<file path="src/rtl/lane_deskew.sv">
// Two-lane byte deskew: each lane hunts for SYNC_BYTE, buffers from the marker on, and pairs are popped once both lanes lock.
// Optional LANE_DESKEW_REALIGN_EN: a popped pair with a marker on only one lane forces a resync.

module lane_deskew_fifo #(
  parameter int DEPTH = 8
) (
  input  logic       clk,
  input  logic       rst,
  input  logic       flush,
  input  logic       wr,
  input  logic [7:0] din,
  input  logic       rd,
  output logic [7:0] dout,
  output logic       empty,
  output logic       full,
  output logic       last_slot
);
  localparam int AW = $clog2(DEPTH);

  logic [7:0]  mem [DEPTH];
  logic [AW:0] wr_ptr, rd_ptr, level;
  logic        do_wr, do_rd;

  assign level     = wr_ptr - rd_ptr;
  assign empty     = (wr_ptr == rd_ptr);
  assign full      = (wr_ptr[AW] != rd_ptr[AW]) && (wr_ptr[AW-1:0] == rd_ptr[AW-1:0]);
  assign last_slot = (level == (AW+1)'(DEPTH-1));
  assign dout      = mem[rd_ptr[AW-1:0]];
  // A pop frees the slot in the same cycle, so write-on-full with a pop is legal.
  assign do_wr     = wr && (!full || rd);
  assign do_rd     = rd && !empty;

  always_ff @(posedge clk) begin
    if (rst || flush) begin
      wr_ptr <= '0;
      rd_ptr <= '0;
    end else begin
      if (do_wr) wr_ptr <= wr_ptr + 1'b1;
      if (do_rd) rd_ptr <= rd_ptr + 1'b1;
    end
  end

  always_ff @(posedge clk) begin
    if (do_wr && !flush && !rst) mem[wr_ptr[AW-1:0]] <= din;
  end
endmodule

module lane_deskew #(
  parameter logic [7:0] SYNC_BYTE = 8'hBC,
  parameter int         DEPTH     = 8
) (
  input  logic       fsm_clk,
  input  logic       rst,
  input  logic       deskew_en,
  input  logic [7:0] lane_0_in,
  input  logic       lane_0_in_vld,
  input  logic [7:0] lane_1_in,
  input  logic       lane_1_in_vld,
  output logic [7:0] lane_0_rx,
  output logic [7:0] lane_1_rx,
  output logic       lane_rx_on,
  output logic       rx_vld,
  output logic       skew_err
);
  localparam int NUM_LANES = 2;

  typedef enum logic [1:0] {IDLE, SEARCH, ALIGNED} state_t;

  state_t                          state, state_nxt;
  logic [NUM_LANES-1:0][7:0]       din, dout;
  logic [NUM_LANES-1:0]            vld, is_mark, lock, lock_nxt, wr;
  logic [NUM_LANES-1:0]            empty, full, last_slot;
  logic                            pop, flush, err, pair_vld;

  assign din = {lane_1_in, lane_0_in};
  assign vld = {lane_1_in_vld, lane_0_in_vld};

  for (genvar g = 0; g < NUM_LANES; g++) begin : g_lane
    assign is_mark[g] = vld[g] && (din[g] == SYNC_BYTE);

    lane_deskew_fifo #(.DEPTH(DEPTH)) u_fifo (
      .clk       (fsm_clk),
      .rst       (rst),
      .flush     (flush),
      .wr        (wr[g]),
      .din       (din[g]),
      .rd        (pop),
      .dout      (dout[g]),
      .empty     (empty[g]),
      .full      (full[g]),
      .last_slot (last_slot[g])
    );
  end

  always_comb begin
    state_nxt = state;
    lock_nxt  = lock;
    wr        = '0;
    pop       = 1'b0;
    flush     = 1'b0;
    err       = 1'b0;
    pair_vld  = 1'b0;
    if (!deskew_en) begin
      state_nxt = IDLE;
      lock_nxt  = '0;
      flush     = 1'b1;
    end else begin
      case (state)
        IDLE: state_nxt = SEARCH;
        SEARCH: begin
          for (int i = 0; i < NUM_LANES; i++) begin
            if (vld[i] && (lock[i] || is_mark[i])) begin
              wr[i]       = 1'b1;
              lock_nxt[i] = 1'b1;
            end
          end
          if (&lock_nxt) begin
            state_nxt = ALIGNED;
          end else begin
            // Only a locked lane writes here, so the other lane is still hunting.
            for (int i = 0; i < NUM_LANES; i++)
              if (wr[i] && last_slot[i]) err = 1'b1;
          end
        end
        ALIGNED: begin
          wr       = vld;
          pop      = ~|empty;
          pair_vld = pop;
          for (int i = 0; i < NUM_LANES; i++)
            if (wr[i] && full[i] && !pop) err = 1'b1;
`ifdef LANE_DESKEW_REALIGN_EN
          if (pop && ((dout[0] == SYNC_BYTE) != (dout[1] == SYNC_BYTE))) begin
            err      = 1'b1;
            pair_vld = 1'b0;
          end
`endif
        end
        default: state_nxt = IDLE;
      endcase
      if (err) begin
        state_nxt = SEARCH;
        lock_nxt  = '0;
        flush     = 1'b1;
      end
    end
  end

  always_ff @(posedge fsm_clk) begin
    if (rst) begin
      state     <= IDLE;
      lock      <= '0;
      lane_0_rx <= 8'h00;
      lane_1_rx <= 8'h00;
      rx_vld    <= 1'b0;
      skew_err  <= 1'b0;
    end else begin
      state    <= state_nxt;
      lock     <= lock_nxt;
      rx_vld   <= pair_vld;
      skew_err <= err;
      if (pair_vld) begin
        lane_0_rx <= dout[0];
        lane_1_rx <= dout[1];
      end
    end
  end

  assign lane_rx_on = (state == ALIGNED);
endmodule

</file>
<file path="config.mk">
export PLATFORM = sky130hd
export DESIGN_NAME = lane_deskew
export DESIGN_NICKNAME = d
export VERILOG_FILES = /design/src/rtl/lane_deskew.sv
export SDC_FILE = /design/constraint.sdc
export NUM_CORES = 1
export LEC_CHECK = 0
export ABC_AREA = 1
export CAP_MARGIN = 40
export CORE_ASPECT_RATIO = 0.5
export CORE_MARGIN = 2
export CORE_UTILIZATION = 55
export CTS_CLUSTER_DIAMETER = 200
export DETAILED_ROUTE_END_ITERATION = 6
export PLACE_DENSITY = 0.82
export SLEW_MARGIN = 0
export SYNTH_ARGS = -nofsm -noshare
export SYNTH_HDL_FRONTEND = slang
export SYNTH_HIERARCHICAL = 1
export SYNTH_SLANG_ARGS = --single-unit
</file>
<file path="constraint.sdc">
create_clock -name fsm_clk -period 4.8 [get_ports fsm_clk]
set_input_delay 0.96 -clock fsm_clk [delete_from_list [all_inputs] [get_ports fsm_clk]]
set_output_delay 0.96 -clock fsm_clk [all_outputs]
set_load 0.01 [all_outputs]
</file>
* Word level (Yosys, flattened, before mapping) *
Memory sizes are Yosys's and may differ from the RTL's. A register that Yosys moved wholly into a read port is not among the register bits.
Cells that the tools add are included.

storage, ports and cells
  flip-flop bits (word level) = 22
  latch bits = 0
  memory bits (writable) = 128
  ROM bits = 0
  input port bits = 21
  output and inout port bits = 19
  logic and storage cells = 105
  memories kept = 2

operators by class
  $add $sub $neg = 6
  $mul = 0
  divide/modulo/power cells = 0
  order comparisons = 0
  equal/unequal tests = 15
  shift operators = 0
  multiplexer cells = 32
  bitwise gates (word level) = 2
  reduce and logical (&&, ||, !) cells = 39

memory list
  memory                words  width  read ports  clocked after Yosys merged registers in  wr ports  RTL line  text
  g_lane[0].u_fifo.mem  8      8      1           1                                        1         20        logic [7:0] mem [DEPTH];
  g_lane[1].u_fifo.mem  8      8      1           1                                        1         20

operator list
  operator               number
  $mux W1                27
  $logic_and A1 B1 Y1    20
  $add A4 B1 Y4 const B  4
  $eq A8 B8 Y1 const B   2
  $eq A4 B3 Y1 const B   2
  $eq A4 B4 Y1           2
  $sub A4 B4 Y4          2
  $logic_not A1 Y1       7
  $eq A3 B3 Y1           2
  $pmux W2 S3            1
  $reduce_and A2 Y1      3
  $logic_or A1 B1 Y1     5
  $mux W2                2
  $pmux W2 S2            1
  $reduce_or A2 Y1       2
  $ne A3 B3 Y1 const B   1
  $reduce_or A3 Y1       1
  $eq A2 B1 Y1 const B   1
  $eq A2 B2 Y1 const B   1
  $logic_not A2 Y1       1
  $ne A1 B1 Y1           2
  $ne A2 B1 Y1 const B   1
  $ne A2 B2 Y1 const B   1
  $not A1 Y1             2
  $pmux W1 S2            1

* Depth between registers and ports, before layout *
Gate-level depths: netlist (run 1).

  depth after elaboration = 20
  depth in mapped cells = 19
  mapped depth without buffers = 19

* Cells and area by module *
Netlist (run 1), hierarchy kept.

by module, submodules not included
  module                               instances  cells an instance  area an instance (sq um)  seq. area each (sq um)
  lane_deskew_fifo (g_lane[1].u_fifo)  1          287                3176.8                    2142.1
  lane_deskew_fifo (g_lane[0].u_fifo)  1          285                3158.0                    2142.1
  lane_deskew                          1          149                1037.2                    440.4

* Worst setup path after synthesis (run 1) *
Ideal clock, no wire load.

  kind = input to register
  start point = input lane_1_in[0]
  end point = memory g_lane[0].u_fifo.mem[1][0] (enable)
  setup time = 370 ps
  arrival = 2666 ps
  data required time = 4430 ps
  path slack = 1764 ps
  cell stages on the path = 15
  buffers on the path = 0
  cells stage by stage = inv_1 > nand2_1 > nor2_1 > nand2_1 > o21ai_1 > nand2_1 > nand3_1 > nand2_1 > nand2_1 > nand2_1 > nor2_2 > inv_1 > nor2_1 > nand3_1 > nor2_1

on the way
  cells in the longest elaborated chain, start to end = 19
  elaborated cells on any way between the ends = 23
  classes of those cells = eq/ne: 1; mux: 14; reduce/logical: 8

ends and longest elaborated chain
  what                                 RTL line  text
  from (decl)                          57        input logic [7:0] lane_1_in,
  $eq A8 B8 Y1 *                       79        assign is_mark[g] = vld[g] && (din[g] == SYNC_BYTE);
  $logic_and A1 B1 Y1 *                79
  $logic_or A1 B1 Y1 *                 112       if (vld[i] && (lock[i] || is_mark[i])) begin
  $logic_and A1 B1 Y1 *                112
  $mux W1                              112
  $mux W1                              108       case (state)
  $mux W1                              103       if (!deskew_en) begin
  $logic_and A1 B1 Y1                  122       if (wr[i] && last_slot[i]) err = 1'b1;
  [3 not listed]                       --
  $mux W1 *                            103
  $mux W1 *                            140       if (err) begin
  $mux W1 *                            103
  named net flush                      73        logic pop, flush, err, pair_vld;
  $logic_not A1 Y1 *                   44        if (do_wr && !flush && !rst) mem[wr_ptr[AW-1:0]] <= din;
  $logic_and A1 B1 Y1 * (2 in series)  44
  $mux W1 *                            44
  $mux W1 (implied by the code) *      44
  to (decl)                            20

Mark *: on every way through the listed nets, which the timed path passes. The rest lies on a longest branch. The select of a mux whose other input is x is not followed.

* Final worst setup path (run 1) *
  start point = input lane_1_in[4]
  end point = memory g_lane[0].u_fifo.mem[3][4] (enable)

The elaborated chain is that of the path after synthesis.

==> results of run 1 <==
-- through the flow --
step	cells	util, %	power [mW]	setup WS [ns]
2_1_floorplan	721	-	1.64	1.76
3_3_place_gp	932	62.4	1.68	0.688
3_5_place_dp	932	62.4	1.68	0.524
4_1_cts	964	66.8	2.99	0.945
5_1_grt	964	66.8	3.05	0.619
6_report	964	66.8	2.97	0.897
-- layout make-up --
cell class / count / area (um^2)
inverters: 51 / 191
repair buffers: 63 / 571
flip-flops and latches: 172 / 4720
fillers: 913 / 4270
clock buffers: 17 / 425
well taps: 170 / 213
clock inverters: 15 / 149
multi-input cells: 476 / 2330
-- routing by layer --
| metal | vias up | GRT usage [%] | part of all wire, % |
|---|---|---|---|
| met5 | - | 0 | 0 |
| met4 | 0 | 8.77 | 1.7 |
| met3 | 25 | 4.85 | 8.0 |
| met2 | 225 | 41.1 | 49 |
| met1 | 2550 | 30.6 | 41 |
| li1 | 2589 | - | - |
-- sequential cells by signal, summed over array words and instances, names as in the netlist, named ones only --
register / flops
g_lane.u_fifo/mem: 128
g_lane.u_fifo/rd_ptr: 8
g_lane.u_fifo/wr_ptr: 8
lane_0_rx: 8
lane_1_rx: 8
lock: 2
state: 2
rx_vld: 1
skew_err: 1
-- cells by family (layout without fill, tap and decap cells) --
family	Yosys count	count (layout)	synth area share (%)
compound gates	132	132	9.93
buf+inv	73	146	4.24
fa+ha+maj	15	15	2.75
xor+xnor	5	5	0.594
flops	172	172	64.1
simple gates	324	324	18.4
-- Yosys cell counts, types with 2 or more instances --
cell type    n  area share (%)
nand2_1    165             8.4
edfxtp_1   128              52
nor2_1     114             5.8
dfxtp_1     44              12
inv_1       43             2.2
o21ai_1     35             2.4
o21ai_0     32             2.2
o22ai_1     32             2.7
a21oi_1     23             1.6
nand3_1     20             1.4
ha_1        13             2.2
buf_2       12            0.81
inv_2        8            0.41
a21oi_2      5            0.59
nand2_2      5            0.42
xor2_1       5            0.59
clkbuf_1     4            0.20
nand4_1      4            0.34
nor3_1       4            0.27
nand3b_1     3            0.31
nor2_4       3            0.46
a211oi_1     2            0.20
buf_4        2            0.20
buf_6        2            0.31
fa_1         2            0.54
nand3_4      2            0.48
-- how the worst max path moves through the flow --
stage                 start  cells past startpoint  slack [ns]                         end
2_1_floorplan  lane_1_in[0]                     15        1.76  g_lane[0].u_fifo/mem[1][0]
3_3_place_gp   lane_1_in[5]                     15        0.69  g_lane[0].u_fifo/mem[3][3]
3_5_place_dp   lane_1_in[4]                     15        0.52  g_lane[0].u_fifo/mem[3][1]
4_1_cts        lane_1_in[4]                     15        0.95  g_lane[0].u_fifo/mem[3][7]
5_1_grt        lane_1_in[4]                     15        0.62  g_lane[0].u_fifo/mem[3][4]
6_report       lane_1_in[4]                     15        0.90  g_lane[0].u_fifo/mem[3][4]
-- where the power goes --
part | total, mW | internal [mW] | switching [mW]
Sequential | 1.59 | 1.59 | 0.000293
Combinational | 0.0569 | 0.0227 | 0.0342
Clock | 1.32 | 0.693 | 0.626
Total | 2.97 | 2.31 | 0.660
-- placed cells by master, fill, tap and decap left out, types with 5 or more instances in the layout --
master           Yosys  routed
nand2_2              5       5
o21ai_1             35      35
nor2_1             114     114
dfxtp_1             44      44
edfxtp_1           128     128
clkdlybuf4s50_1      0      39
inv_2                8       8
a21oi_2              5       5
inv_8                0       6
o22ai_1             32      32
a21oi_1             23      23
ha_1                13      13
nand3_1             20      20
clkbuf_16            0      17
inv_1               43      43
xor2_1               5       5
o21ai_0             32      32
buf_4                2      24
nand2_1            165     165
-- critical path, delay by kind of cell --
family	cells	cell delay, ns
and+or+nand+nor	12	2.01
AOI/OAI and AO/OA	1	0.19
buffers and inverters	2	0.79
==> out/results.tsv, run 1 <==
metric	value	unit
outcome	finished, final reports clean	
num ports	40	
# setup viols final	0	
max_cap viols	0	
CTS sink count	172	
Starting Density	57.2	%
CP Launch Type	primary input	
Row Count	29	
flop2flop setup slack	1.32	ns
Setup CP Type	in -> reg	
Die Width	168	um
Async SR Flop Fraction	0	%
P per Cell Area	345	nW/um^2
die height	85.9	um
Slew HR	50.7	%
# nets final	817	
sequential area share after synthesis	64.1	%
# H-tree levels	4	
Area Overhead vs Synth	16.8	%
largest net degree at the start of global routing	34	
routability cong.	0.851	
post-cts sizing count	0	
initial drt markers	497	
total CTS buffers	17	
vias in the first global route	5281	
initial antenna violation count	0	
Slowest cell on crit path	clkdlybuf4s50_1	
Reg-to-Reg End	g_lane[0].u_fifo/mem[3][4]	
Peak Freq	256	MHz
cts hold-fix bufs	0	
Post-Syn Area per Cell	10.2	um^2
leakage	3.13	nW
Synthesis Warnings	6	
Critical R2R Launch	g_lane[1].u_fifo/wr_ptr[0]	
CTS tree	yes	
largest stage delay on the critical path	0.66	ns
CTS Buffer Depth	2	
Fin Clk Skew	0.0121	ns
via count	5389	
TNS Setup	0	ns
worst-path maximum fanout	9	
CP arrival	3.96	ns
Cell Area, Synth	7370	um^2
Critical Path End Type	flop	
grt ovf	0	
first-pass GRT wire length	26300	um
Most common cell on crit path	nand2_1	
unrepaired setup endpoints after global routing	false	
Max VDD drop	0.240	mV
WL final	16100	um
ANT cells	0	
Routed Antenna Nets	0	
synthesis-stage register bit count	172	
crit-path cells	clkdlybuf4s50_1 -> nand2_1 -> nor2_1 -> nand2_1 -> o21ai_1 -> nand2_1 -> nand3_1 -> nand2_1 -> nand2_1 -> nand2_1 -> nor2_2 -> inv_1 -> nor2_1 -> nand3_1 -> nor2_1	
Hold Crit Depth	2	
CTS Root Cell	clkbuf_16	
gr usage total	23.9	%
Hold Path Class	reg -> reg	
I/O Buffers	39	
Clock transition at path regs	0.07	ns
critical path data required time	4.85	ns
TritonRoute pass-1 iters	5	
post-synth cell types	35	
post-synthesis instance total	721	
worst r2r path cells	17	
Setup Fix Bufs, Post-CTS	0	
Hold Slack	0.466	ns
Post-synth EDFFs	128	
HPWL Detailed	10500	um
Die ar.	14400	um^2
Final min period	3.90	ns
Synth Net Count	757	
core area	12900	um^2
via/cell ratio	5.59	
Max Slew Vio Count	0	
dpl cell area	8030	um^2
DRC errors left	0	
Tcrit/Tclk final	81.3	%
HP Start	lane_1_rx[3]	
share of layout cells above drive strength 1	10.5	%
later-pin clock latency in the skew report	0.43	ns
Worst Hold End	lane_1_rx[3]	
Slew @ Worst Pin	0.736	ns
endpoints failing hold	0	
top_reg_cell synth	edfxtp_1	
fin area	8610	um^2
Routed wire per std cell	16.7	um
Note: power is estimated with default switching activity, not from simulation.
==> inputs of run 2 (changes only) <==
clock period = 3.9 ns   (was 4.8 ns; I/O delays follow)
==> out/results.tsv, run 2 (synthesis results as in run 1) <==
metric	value	unit	change
worst-path maximum fanout	9		unchanged
first-pass GRT wire length	26400	um	was 26,300 um
Hold Slack	0.461	ns	was 0.466 ns
Area Overhead vs Synth	18.3	%	was 16.8%
Fin Clk Skew	0.0104	ns	was 0.0121 ns
outcome	finished, final reports clean		unchanged
Hold Crit Depth	2		unchanged
dpl cell area	8110	um^2	was 8030 um^2
DRC errors left	0		unchanged
TNS Setup	0	ns	unchanged
die height	85.9	um	unchanged
Die ar.	14400	um^2	unchanged
# nets final	827		was 817
WL final	16500	um	was 16,100 um
TritonRoute pass-1 iters	5		unchanged
Tcrit/Tclk final	85.4	%	
HP Start	lane_1_rx[3]		unchanged
Reg-to-Reg End	g_lane[0].u_fifo/mem[6][6]		was g_lane[0].u_fifo/mem[3][4]
ANT cells	0		unchanged
CTS sink count	172		unchanged
max_cap viols	0		unchanged
Slew @ Worst Pin	0.748	ns	was 0.736 ns
post-cts sizing count	0		unchanged
Critical R2R Launch	g_lane[0].u_fifo/wr_ptr[0]		was g_lane[1].u_fifo/wr_ptr[0]
Max Slew Vio Count	0		unchanged
share of layout cells above drive strength 1	11.4	%	was 10.5%
I/O Buffers	39		unchanged
endpoints failing hold	0		unchanged
via count	5449		was 5,389
initial drt markers	512		was 497
CTS Root Cell	clkbuf_16		unchanged
routability cong.	0.876		was 0.851
Starting Density	57.2	%	unchanged
fill cell count	890		was 913
later-pin clock latency in the skew report	0.42	ns	was 0.43 ns
CTS Buffer Depth	2		unchanged
critical path data required time	4.03	ns	was 4.85 ns
leakage	3.19	nW	was 3.13 nW
largest net degree at the start of global routing	34		unchanged
CP arrival	3.46	ns	was 3.96 ns
Peak Freq	300	MHz	
routed length on met2	8150	um	was 7920 um
initial antenna violation count	0		unchanged
# setup viols final	0		unchanged
commonest non-fill, non-tap cell in the layout	nand2_1		unchanged
Clock transition at path regs	0.07	ns	about the same
Hold Path Class	reg -> reg		unchanged
Final Util	67.7	%	was 66.8%
Worst Hold End	lane_1_rx[3]		unchanged
P per Cell Area	433	nW/um^2	was 345 nW/um^2
metal3 WL	1130	um	was 1280 um
cts hold-fix bufs	0		unchanged
Slew HR	50.0	%	was 50.7%
most frequent cells in the layout	nand2_1 (165), edfxtp_1 (128), nor2_1 (114)		unchanged
met1 wire length	7010	um	was 6620 um
Setup CP Type	in -> reg		unchanged
grt ovf	0		unchanged
Top Layer Used	met4		unchanged
Max VDD drop	0.274	mV	was 0.240 mV
core area	12900	um^2	unchanged
Critical Path End Type	flop		unchanged
gr usage total	24.1	%	was 23.9%
Routed Antenna Nets	0		unchanged
fin area	8720	um^2	was 8610 um^2
worst r2r path cells	16		was 17
flop2flop setup slack	0.71	ns	was 1.32 ns
Die Width	168	um	unchanged
CP Launch Type	primary input		unchanged
unrepaired setup endpoints after global routing	false		unchanged
Final min period	3.33	ns	
total CTS buffers	17		unchanged
HPWL Detailed	10700	um	was 10,500 um
num ports	40		unchanged
# H-tree levels	4		unchanged
vias in the first global route	5343		was 5,281
Largest register FFs	128		unchanged
Row Count	29		unchanged
CTS tree	yes		unchanged
Routed wire per std cell	17.0	um	was 16.7 um
Setup Fix Bufs, Post-CTS	0		unchanged
via/cell ratio	5.59		about the same
## run 2: cell types whose count changed in the layout (fill, tap and decap cells not counted)
cell,previous run,this run
buf_4,24,34
bufinv_16,0,2
clkinv_2,1,0
clkbuf_1,0,1
inv_6,2,1
inv_8,6,5
clkinv_4,4,2
clkinvlp_4,1,3
## run 2: area by class of cell
| class | instances | area (um^2) | share of cell area (%) |
|---|---|---|---|
| Sequential cell | 172 | 4720 | 54.2 |
| Clock inverter | 14 | 181 | 2.08 |
| Clock buffer | 18 | 429 | 4.92 |
| Multi-Input combinational cell | 476 | 2330 | 26.8 |
| Inverter | 51 | 191 | 2.20 |
| Timing Repair Buffer | 73 | 646 | 7.40 |
| Tap cell | 170 | 213 | 2.44 |
## run 2: worst max path at each step
stage	start	to	slack, ns
CTS	lane_1_in[4]	g_lane[1].u_fifo/mem[3][2]	0.61
global placement	lane_1_in[5]	g_lane[1].u_fifo/mem[5][5]	0.36
finish	lane_1_in[5]	g_lane[1].u_fifo/mem[3][6]	0.57
floorplan	g_lane[1].u_fifo/wr_ptr[0]	g_lane[0].u_fifo/mem[1][0]	0.89
global route	lane_1_in[4]	g_lane[1].u_fifo/mem[5][3]	0.33
detailed placement	lane_1_in[4]	g_lane[1].u_fifo/mem[3][5]	0.26
## run 2: worst max-delay path: stages
cell and delay (ns):
clkdlybuf4s50_1 0.63, nand2_1 0.09, nor2_1 0.15, nand2_1 0.15, o21ai_1 0.21, nand2_1 0.13, nand3_1 0.11, nand2_1 0.07
nand2_1 0.09, nand2_1 0.12, nor2_4 0.22, inv_1 0.12, nor2_1 0.14, nand3_1 0.13, nor2_1 0.12, buf_4 0.19
## run 2: where the power goes
part	switching, mW	total (mW)	internal, mW	leakage (nW)
logic	0.0441	0.0747	0.0306	1.40
clock network	0.761	1.74	0.974	0.289
registers	0.000392	1.96	1.96	1.50
total	0.806	3.77	2.97	3.19
## run 2: routing by layer
layer  vias to the layer above  global-route usage [%]
met5                         -                       0
met3                        26                    4.94
met2                       210                    41.3
met1                      2606                    31.3
li1                       2607                       -
met4                         0                    7.91
## run 2: per-stage QoR
step | worst slack [ns] | cells | power (mW)
final | 0.571 | 974 | 3.77
after floorplan | 0.890 | 721 | 2.02
after global placement | 0.357 | 942 | 2.07
after CTS | 0.605 | 974 | 3.78
after detailed placement | 0.264 | 942 | 2.08
after global routing | 0.328 | 974 | 3.86
==> inputs of run 3 (changes only) <==
RECOVER_POWER = 25   (was not set)
==> out/results.tsv, run 3 (synthesis results as in run 1) <==
metric	value	unit	change
Setup CP Type	in -> reg		unchanged
Hold Path Class	reg -> reg		unchanged
critical path data required time	4.03	ns	about the same
P per Cell Area	433	nW/um^2	about the same
Clk network pwr share	46.1	%	was 46.0%
Die ar.	14400	um^2	unchanged
Routed wire per std cell	17.0	um	about the same
Max VDD drop	0.274	mV	about the same
commonest non-fill, non-tap cell in the layout	nand2_1		unchanged
post-cts sizing count	0		unchanged
Final min period	3.40	ns	was 3.33 ns
dpl cells	942		unchanged
later-pin clock latency in the skew report	0.43	ns	was 0.42 ns
grt ovf	0		unchanged
dpl cell area	8110	um^2	unchanged
most frequent cells in the layout	nand2_1 (165), edfxtp_1 (128), nor2_1 (114)		unchanged
Max Slew Vio Count	0		unchanged
Switch Pwr	0.808	mW	was 0.806 mW
share of layout cells above drive strength 1	10.7	%	was 11.4%
# nets final	827		unchanged
Cell Count, Final, Fillers Out	974		unchanged
core area	12900	um^2	unchanged
fin area	8700	um^2	was 8720 um^2
CTS tree	yes		unchanged
Place WS	0.264	ns	unchanged
Peak Freq	294	MHz	was 300 MHz
Clock transition at path regs	0.07	ns	about the same
met2 usage	41.3	%	unchanged
outcome	finished, final reports clean		unchanged
routability cong.	0.876		unchanged
Routed Antenna Nets	0		unchanged
unrepaired setup endpoints after global routing	false		unchanged
Slew @ Worst Pin	0.738	ns	was 0.748 ns
Setup Fix Bufs, Post-CTS	0		unchanged
Tcrit/Tclk final	87.2	%	was 85.4%
num ports	40		unchanged
CTS sink count	172		unchanged
gr busiest metal	met2		unchanged
gr usage total	24.1	%	unchanged
HPWL Detailed	10700	um	unchanged
GRT met3 Usage	4.94	%	unchanged
Fin Clk Skew	0.0108	ns	was 0.0104 ns
Final Util	67.5	%	was 67.7%
via count	5423		was 5,449
max_cap viols	0		unchanged
ANT cells	0		unchanged
# setup viols final	0		unchanged
total CTS buffers	17		unchanged
CP arrival	3.54	ns	was 3.46 ns
Critical Path End Type	flop		unchanged
Slew HR	50.7	%	was 50.0%
first-pass GRT wire length	26400	um	unchanged
vias in the first global route	5343		unchanged
Starting Density	57.2	%	unchanged
Area Overhead vs Synth	18.0	%	was 18.3%
CTS Root Cell	clkbuf_16		unchanged
Row Count	29		unchanged
cts hold-fix bufs	0		unchanged
CP Launch Type	primary input		unchanged
combinational power share	1.8	%	was 2.0%
Setup WS post-layout	0.499	ns	was 0.571 ns
CTS Buffer Depth	2		unchanged
total power	3.77	mW	about the same
Hold Slack	0.461	ns	about the same
sequential share of power	52.0	%	about the same
initial antenna violation count	0		unchanged
met1 Use GR	31.3	%	unchanged
TNS Setup	0	ns	unchanged
WL final	16600	um	was 16,500 um
initial drt markers	498		was 512
Die Width	168	um	unchanged
die height	85.9	um	unchanged
leakage	3.17	nW	was 3.19 nW
TritonRoute pass-1 iters	5		unchanged
via/cell ratio	5.57		was 5.59
worst-path maximum fanout	9		unchanged
P_int	2.96	mW	was 2.97 mW
DRC errors left	0		unchanged
Largest register FFs	128		unchanged
largest net degree at the start of global routing	34		unchanged
# H-tree levels	4		unchanged
endpoints failing hold	0		unchanged
sw frac	21.4	%	about the same
I/O Buffers	39		unchanged
[run 3: changes by cell type in the layout (fill, tap and decap cells not counted), sizes merged]
| cell | previous run | this run |
|---|---|---|
| buf | 34 | 28 |
| dlygate4sd3 | 0 | 13 |
| clkdlybuf4s50 | 39 | 26 |
| clkbuf | 18 | 24 |
[run 3: power groups by stage]
stage                     logic (mW)  clock network [mW]  registers (mW)
final                         0.0695                1.74            1.96
after global routing          0.0755                1.82            1.96
after CTS                     0.0737                1.75            1.96
after detailed placement      0.0729                   0            2.00
after global placement        0.0708                   0            2.00
after floorplan               0.0193                   0            2.00
[run 3: worst max-delay path, cell delays in order]
cell	delay, ns
dlygate4sd3_1	0.70
nand2_1	0.09
nor2_1	0.15
nand2_1	0.15
o21ai_1	0.21
nand2_1	0.13
nand3_1	0.11
nand2_1	0.07
nand2_1	0.09
nand2_1	0.12
nor2_4	0.22
inv_1	0.12
nor2_1	0.14
nand3_1	0.14
nor2_1	0.12
buf_4	0.19
[run 3: area by class of cell]
type                       instances  area, um^2
clock buffer                      18         429
tap                              170         213
inverter                          51         191
sequential                       172        4720
fill                             894        4180
timing repair buffer              73         623
clock inverter                    14         181
multi-input combinational        476        2330
[run 3: worst paths after layout]
check                                           startpoint                         end  slack [ns]  cells after the start
worst max-delay path                          lane_1_in[5]  g_lane[1].u_fifo/mem[3][6]        0.50                     16
worst min-delay path                          lane_1_rx[3]                lane_1_rx[3]        0.46                      2
worst min register to register                lane_1_rx[3]                lane_1_rx[3]        0.46                      2
worst max register to register  g_lane[0].u_fifo/wr_ptr[0]  g_lane[0].u_fifo/mem[4][4]        0.72                     16
[run 3: layer usage]
layer	vias to the layer above	routed length (um)
li1	2608	-
met1	2591	7170
met2	193	8120
met3	31	1070
met4	0	244
met5	-	0
